--- config.mk ---
export PLATFORM = sky130hd
export DESIGN_NAME = userind
export DESIGN_NICKNAME = d
export VERILOG_FILES = /design/src/rtl/userind.sv
export SDC_FILE = /design/constraint.sdc
export NUM_CORES = 1
export LEC_CHECK = 0
export CELL_PAD_IN_SITES_DETAIL_PLACEMENT = 1
export CELL_PAD_IN_SITES_GLOBAL_PLACEMENT = 1
export CORE_ASPECT_RATIO = 1.25
export CORE_MARGIN = 2
export CORE_UTILIZATION = 42
export CTS_BUF_LIST = sky130_fd_sc_hd__clkbuf_8
export DETAILED_ROUTE_END_ITERATION = 7
export GPL_ROUTABILITY_DRIVEN = 0
export GPL_TIMING_DRIVEN = 0
export PLACE_DENSITY_LB_ADDON = 0.12
export SETUP_SLACK_MARGIN = 0.02
export SLEW_MARGIN = 10
export SYNTH_ARGS = -nofsm -noshare
export SYNTH_HDL_FRONTEND = slang
export SYNTH_SLANG_ARGS = --single-unit
--- constraint.sdc ---
create_clock -name clk -period 2.1 [get_ports clk]
set_input_delay 0.42 -clock clk [delete_from_list [all_inputs] [get_ports clk]]
set_output_delay 0.42 -clock clk [all_outputs]
set_load 0.005 [all_outputs]
--- src/rtl/userind.sv ---
`default_nettype none
// ============================================================================
// Module   : userind
// Purpose  : LED pattern driver (ACK flash, busy blink, done, error blink).
// Revision : 1.0
// ============================================================================
module userind #(
    parameter logic [15:0] TICKDIV  = 16'd50000,
    parameter logic [7:0]  ACKTIME  = 8'd100,
    parameter logic [7:0]  SLOWHALF = 8'd250,
    parameter logic [7:0]  FASTHALF = 8'd50,
    parameter logic [7:0]  DONEHOLD = 8'd255
) (
    input  logic       clk,
    input  logic       dreset,
    input  logic       dread,
    input  logic       rbusy,
    input  logic       rdone,
    input  logic       rerr,
    output logic       ledact,
    output logic       ledok,
    output logic       lederr,
    output logic [2:0] state
);

    typedef enum logic [2:0] {
        S_IDLE = 3'd0,
        S_ACK  = 3'd1,
        S_BUSY = 3'd2,
        S_DONE = 3'd3,
        S_ERR  = 3'd4
    } state_t;

    state_t      state_q, state_d;
    logic [15:0] presc_q, presc_d;
    logic [7:0]  tick_q,  tick_d;
    logic        phase_q, phase_d;
    logic        tick;

    assign tick = (presc_q == (TICKDIV - 16'd1));

    always_comb begin
        state_d = state_q;
        presc_d = tick ? 16'd0 : presc_q + 16'd1;
        tick_d  = tick_q;
        phase_d = phase_q;
        case (state_q)
            S_IDLE: begin
                if (dread) state_d = S_ACK;
            end
            S_ACK: begin
                if (rerr)                            state_d = S_ERR;
                else if (tick && tick_q == ACKTIME - 8'd1) state_d = S_BUSY;
                else if (tick)                       tick_d  = tick_q + 8'd1;
            end
            S_BUSY: begin
                if (rerr)        state_d = S_ERR;
                else if (rdone)  state_d = S_DONE;
                else if (!rbusy) state_d = S_ERR;
                else if (tick) begin
                    if (tick_q == SLOWHALF - 8'd1) begin
                        tick_d  = 8'd0;
                        phase_d = ~phase_q;
                    end else begin
                        tick_d  = tick_q + 8'd1;
                    end
                end
            end
            S_DONE: begin
                if (dread)                                  state_d = S_ACK;
                else if (tick && tick_q == DONEHOLD - 8'd1) state_d = S_IDLE;
                else if (tick)                              tick_d  = tick_q + 8'd1;
            end
            S_ERR: begin
                if (dread) state_d = S_IDLE;
                else if (tick) begin
                    if (tick_q == FASTHALF - 8'd1) begin
                        tick_d  = 8'd0;
                        phase_d = ~phase_q;
                    end else begin
                        tick_d  = tick_q + 8'd1;
                    end
                end
            end
            default: state_d = S_IDLE;
        endcase
        // Every state entry restarts timing with the LED phase on.
        if (state_d != state_q) begin
            presc_d = 16'd0;
            tick_d  = 8'd0;
            phase_d = 1'b1;
        end
    end

    always_ff @(negedge clk or negedge dreset) begin
        if (!dreset) begin
            state_q <= S_IDLE;
            presc_q <= 16'd0;
            tick_q  <= 8'd0;
            phase_q <= 1'b1;
        end else begin
            state_q <= state_d;
            presc_q <= presc_d;
            tick_q  <= tick_d;
            phase_q <= phase_d;
        end
    end

    assign ledact = (state_q == S_ACK) || ((state_q == S_BUSY) && phase_q);
    assign ledok  = (state_q == S_DONE);
    assign lederr = (state_q == S_ERR) && phase_q;
    assign state  = state_q;

endmodule
`default_nettype wire

==> key figures, run 1 <==
Setup path
  • Critical path arrival: 2440 ps
  • Crit. End Element: primary output
  • Critical path peak fanout: 3
  • Worst Setup Start Kind: register
  • CP required: 1680 ps
  • CP Class: register to primary output
  • Reg-to-reg slack, setup: -380 ps

Worst hold path
  • Hold WC Path Type: register to register

CTS
  • # H-tree levels: 1
  • CTS clock-pin slew for the worst setup and hold paths: 70 ps
  • Cts hold-fix bufs: 0
  • CTS Sinks: 28
  • Number of CTS-inserted buffers: 3
  • CTS tree: done
  • Clock root buffer: clkbuf_8
  • Clock Latency Late Sink: 360 ps
  • CTS Buffer Depth: 2

Cells and area
  • Reg area: 702 um2
  • Area occupied by multi-input gates: 1440 um2
  • Nets@finish: 266
  • Most common cell after layout, fill and taps aside: dfrtn_1
  • FILL cells: 464
  • Most frequent cells in the layout: dfrtn_1 (27), buf_4 (14), buf_6 (13), nor2_1 (12), nand2_1 (12)
  • Layout cell share with drive strength beyond 1: 46.7%
  • Area grow syn2layout: 47.8%
  • Design area: 2830 um2
  • Ant diodes: 0

Power and ir drop
  • Power, Total: 2.90 mW
  • Clock share of power: 15.8%
  • Logic pwr share: 62.9%
  • Maximum VDD drop: 0.539 mV
  • Total internal power: 1.74 mW
  • Sw Ratio: 40.2%
  • Flop pwr share: 21.3%
  • Power Density: 1030 nW/um2
  • LEAKAGE: 1.08 nW
  • Sw Pwr: 1.16 mW

Synth
  • Syn. warnings: 0
  • Mean Syn Cell Area: 8.77 um2
  • Most common flop cell mapped by yosys: dfrtn_1
  • FF+latch count, synth: 28
  • Yosys cell types: 51
  • Mapped cell area: 1910 um2
  • Asr flop ratio synth: 100%
  • Cells after synthesis: 218
  • Sequential area share after synthesis: 36.7%
  • EDFF count, synth: 0
  • Net Count, Synth: 228

Timing
  • Fin. max-slew vios: 0
  • Setup TNS: -17,810 ps
  • # setup viols final: 34
  • Hold Fails Final Rpt: 0
  • Unrepaired setup endpoints after global routing: true
  • Setup ws final: -756 ps
  • Worst-Margin Slew: 627 ps
  • Final Skew: 69.2 ps
  • Relative slew margins: 58.2%

Global route
  • Antenna violations before repair: 0
  • Total GRT Usage: 28.4%
  • Global route overflow: 0
  • Largest net degree at the start of global routing: 29
  • Via count of the first global-routing pass: 2,014
  • First-pass GRT wire length: 10,900 um

Place
  • DP Area: 2170 um2
  • Hpwl dp: 3870 um
  • DP Worst Slack: -1650 ps
  • Port Buf Inserts: 10

Status
  • Failing checks: negative setup slack
  • Outcome: finished, violations left

Routing
  • DRC Markers: 0
  • Remaining antenna violation count after routing: 0
  • Starting DRC count in detailed routing: 146
  • Via density: 6.34
  • DR vias: 1,983
  • DRT Wirelength: 7550 um
  • Pre-Repair DR Iteration Count: 4
  • Avg WL per Cell: 24.1 um

Floorplan
  • Die height: 79.4 um
  • Starting density of the core: 43.5%
  • Top Ports: 12
  • Die area: 5110 um2
  • Floorplan row count: 27
  • Core area: 4390 um2
  • Die width: 64.3 um

Run
  • Max capacitance violation total: 0
synth_stat cells, types with 3 or more instances:
master | count | area (um2)
a21oi_1 | 19 | 95.1
a31oi_1 | 3 | 18.8
and3_1 | 11 | 68.8
buf_6 | 4 | 45.0
clkbuf_1 | 4 | 15.0
dfrtn_1 | 27 | 676
ha_1 | 4 | 50.1
inv_1 | 7 | 26.3
nand2_1 | 13 | 48.8
nand2b_1 | 7 | 43.8
nand3_1 | 10 | 50.1
nor2_1 | 22 | 82.6
nor3_1 | 9 | 45.0
nor3_2 | 4 | 40.0
o21ai_0 | 14 | 70.1
or4b_1 | 4 | 40.0
xnor2_1 | 10 | 87.6
xor2_1 | 4 | 35.0
cells by family (layout without fill, tap and decap cells):
logic type      count (synthesis)  after routing  share of synthesized area, %
flops                          28             28                          36.7
simple gates                  102            102                          31.5
compound gates                 49             49                          16.2
buf+inv                        20             57                          6.02
xor+xnor                       14             14                          6.41
fa+ha+maj                       5              5                          3.21
sequential cells by signal (all words and copies together), names as in the netlist:
register / flops
phase_q: 1
state: 3
tick_q: 8
presc_q: 16
critical path, cell delays in order, from the launching register on:
cell and delay [ps]:
dfrtn_1 370, buf_6 140, buf_4 160, nor2b_2 130
and3_4 200, buf_6 90
layout make-up:
cell class / instances / share of cell area [%]
buffer: 10 / 4.43
clock buffer: 3 / 1.46
clock inverter: 2 / 1.20
inverter: 7 / 1.46
multi-input combinational: 170 / 50.9
sequential: 28 / 24.8
tap: 58 / 2.57
timing repair buffer: 35 / 13.1
through the flow:
step	util (%)	hold slack (ps)	instances
finish	64.4	467	313
CTS	59.7	477	310
global route	64.4	498	313
floorplan	-	441	218
detailed placement	49.4	467	286
global placement	49.5	472	286
power by group through the flow:
| stage | registers, mW | clock network, mW | logic, mW |
|---|---|---|---|
| floorplan | 0.622 | 0.00596 | 0.613 |
| global route | 0.621 | 0.483 | 1.90 |
| CTS | 0.614 | 0.454 | 1.51 |
| finish | 0.617 | 0.459 | 1.82 |
| detailed placement | 0.626 | 0.00596 | 0.879 |
| global placement | 0.622 | 0.00596 | 0.851 |
path summary, 6_finish.rpt:
path,end,from,depth (start not counted)
setup reg to reg,tick_q[7],state[0],10
hold reg to reg,presc_q[0],presc_q[0],1
setup / recovery,lederr,state[1],5
hold / removal,presc_q[0],presc_q[0],1
max in group asynchronous,phase_q,dreset,1
min in group asynchronous,tick_q[3],dreset,1
metal layers:
layer	vias up	wire (um)	track usage, %
met5	-	0	0
met4	0	326	10.6
met3	27	319	3.24
met2	83	3900	50.7
met1	1017	3010	34.8
li1	856	-	-
what timing repair did:
item | in CTS | in global routing
cloned | 1 | 2
endpoints found under the setup margin | 34 | 34
setup buffers | 19 | 5
gates resized for setup | 80 | 52
pin swaps | 14 | 20
Power figures use the tool's default switching activity.
==> run 2, diff against run 1 <==
Settings changed: SKIP_LAST_GASP set to 1, TNS_END_PERCENT set to 1.
==> run 2 against run 1 <==
Effect of this change:
- the run still ends with negative setup slack left
- total power shrank 29%
- core utilization shrank 9.1 points
- non-clock buffer count shrank 8
- combinational power shrank 38%
- clock-buffer cell count is the same
- sequential cell count is the same
- die area is the same
- wire length shrank 25%
- critical path depth is the same
- via count shrank 9.0%
- cell count shrank 2.6%
- largest power group unchanged
==> key figures, run 2 (same netlist as run 1, synthesis figures left out) <==
Status
  • Failing checks: negative setup slack
  • Outcome: finished, violations left

Setup path
  • Worst Reg-to-Reg Cells: 10 (unchanged)
  • Crit-path cells: buf_6 > buf_4 > nand2b_4 > nor2_2 > buf_2
  • CP delay by family, top: flip-flops
  • CP Class: register to primary output
  • Critical-path top delay cell: dfrtn_1
  • CP required: 1680 ps (about the same)
  • Critical path arrival: 2350 ps (-90 ps)
  • Reg-to-reg slack, setup: -400 ps (-20 ps)
  • Critical path peak fanout: 2 (-1)
  • Worst Setup Start Kind: register
  • Crit. End Element: primary output
  • Buf+Inv Stages, Crit Path: 3 (unchanged)
  • Slowest stage delay, CP: 460 ps (+90 ps)
  • R2R Path Start: state[1]
  • Reg2Reg Capture Point: phase_q

Cells and area
  • Max reg flops: 16 (unchanged)
  • Most common cell after layout, fill and taps aside: dfrtn_1
  • Fin cells: 305 (-2.6%)
  • Area grow syn2layout: 26.8%
  • Most frequent cells in the layout: dfrtn_1 (27), nor2_1 (21), a21oi_1 (15), nand2_1 (12)
  • Layout cell share with drive strength beyond 1: 27.9% (-19 points)
  • Nets@finish: 258 (-3.0%)
  • Ant diodes: 0 (unchanged)
  • Reg with most FFs: presc_q

CTS
  • # H-tree levels: 1 (unchanged)
  • CTS clock-pin slew for the worst setup and hold paths: 60 ps (about the same)
  • Clock Latency Late Sink: 330 ps (-30 ps)
  • Cts hold-fix bufs: 0 (unchanged)
  • CTS tree: done
  • Clock root buffer: clkbuf_8
  • CTS Buffer Depth: 2 (unchanged)
  • Number of CTS-inserted buffers: 3 (unchanged)
  • CTS Sinks: 28 (unchanged)

Place
  • DP Worst Slack: -1580 ps (+66.6 ps)
  • Hpwl dp: 3820 um (-1.4%)
  • Port Buf Inserts: 10 (unchanged)
  • Inst Count DP: 286 (unchanged)

Global route
  • Grt met3 use: 2.12% (-1.1 points)
  • Via count of the first global-routing pass: 1,975 (-1.9%)
  • Antenna violations before repair: 0 (unchanged)
  • Total GRT Usage: 24.5% (-3.8 points)
  • Global route overflow: 0 (unchanged)
  • Largest net degree at the start of global routing: 29 (unchanged)
  • GR Layer Usage met1: 29.2% (-5.6 points)
  • Met2 Track Usage GR: 44.8% (-5.9 points)
  • First-pass GRT wire length: 9720 um (-11%)
  • GR peak layer: met2

Floorplan
  • Top Ports: 12 (unchanged)
  • Floorplan row count: 27 (unchanged)
  • Starting density of the core: 43.5% (unchanged)
  • Core area: 4390 um2 (unchanged)
  • Die width: 64.3 um (unchanged)
  • Die height: 79.4 um (unchanged)
  • Die area: 5110 um2 (unchanged)

Worst hold path
  • Worst hold path startpoint: presc_q[0]
  • Hold WC Path Type: register to register
  • Number of cells on the worst hold path: 1 (unchanged)
  • WHS Endpoint: presc_q[0]

Routing
  • Avg WL per Cell: 18.6 um (-23%)
  • Pre-Repair DR Iteration Count: 4 (unchanged)
  • DRC Markers: 0 (unchanged)
  • Via density: 5.91 (-6.6%)
  • DR vias: 1,804 (-9.0%)
  • Remaining antenna violation count after routing: 0 (unchanged)
  • Starting DRC count in detailed routing: 146 (unchanged)
  • DRT Wirelength: 5680 um (-25%)

Timing
  • Hold Fails Final Rpt: 0 (unchanged)
  • Final Skew: 52.6 ps (-16.7 ps)
  • Worst-Margin Slew: 637 ps (+9.49 ps)
  • Setup TNS: -17,390 ps (+429 ps)
  • Unrepaired setup endpoints after global routing: true
  • Fin. max-slew vios: 0 (unchanged)
  • Relative slew margins: 57.6% (-0.63 points)
  • Setup ws final: -673 ps (+83.3 ps)
  • # setup viols final: 33 (-2.9%)

Power and ir drop
  • Maximum VDD drop: 0.441 mV (-18%)
  • LEAKAGE: 0.981 nW (-9.3%)
  • Power Density: 850 nW/um2 (-17%)
  • Power, Total: 2.06 mW (-29%)

Run
  • Max capacitance violation total: 0 (unchanged)
run 2: final cells by class:
type	instances	area [um2]
fillers	508	1970
plain buffers	12	149
inverters	7	38.8
multi-input cells	170	1210
well taps	58	72.6
clock inverters	2	7.51
flip-flops and latches	28	702
repair buffers	25	199
clock buffers	3	41.3
run 2: timing repair:
action	in CTS	in global routing
buffers inserted	13	1
cloned	1	0
resized for setup	51	14
endpoints found under the setup margin	34	34
pin swaps	10	7
run 2: worst reg2reg max path, stage by stage (launching register included):
cell	delay, ps
dfrtn_1	460
buf_4	130
buf_6	80
buf_4	100
nor3b_1	420
nor4bb_1	340
o21a_2	230
buf_6	160
nand2_1	90
a2111o_1	390
nand3b_1	80
run 2: per-layer routing:
layer,share of wire [%],vias up,routed length (um)
met5,0,-,0
met4,2.2,0,125
met3,2.7,12,151
met2,54,37,3070
met1,41,911,2330
li1,-,844,-
run 2: worst max-delay path by stage:
stage | cells past startpoint | from | to | slack (ps)
2_1_floorplan | 8 | dread | tick_q[2] | -670
3_3_place_gp | 8 | rerr | tick_q[7] | -1490
3_5_place_dp | 8 | rerr | tick_q[4] | -1580
4_1_cts | 6 | state[1] | ledact | -680
5_1_grt | 5 | state[1] | lederr | -720
6_report | 5 | state[1] | ledok | -670
run 2: stage by stage:
stage                     utilization, %  area [um2]  hold slack (ps)
after floorplan                        -        1950              441
after detailed placement            48.3        2120              473
after global routing                55.2        2420              502
final                               55.2        2420              474
after global placement              48.4        2130              465
after CTS                           54.2        2380              482
run 2: power by group:
part           leakage, nW  internal [mW]  total (mW)  switching, mW
Sequential           0.383          0.585       0.614         0.0295
Clock               0.0322          0.134       0.312          0.178
Combinational        0.566          0.534        1.13          0.601
Total                0.981           1.25        2.06          0.809
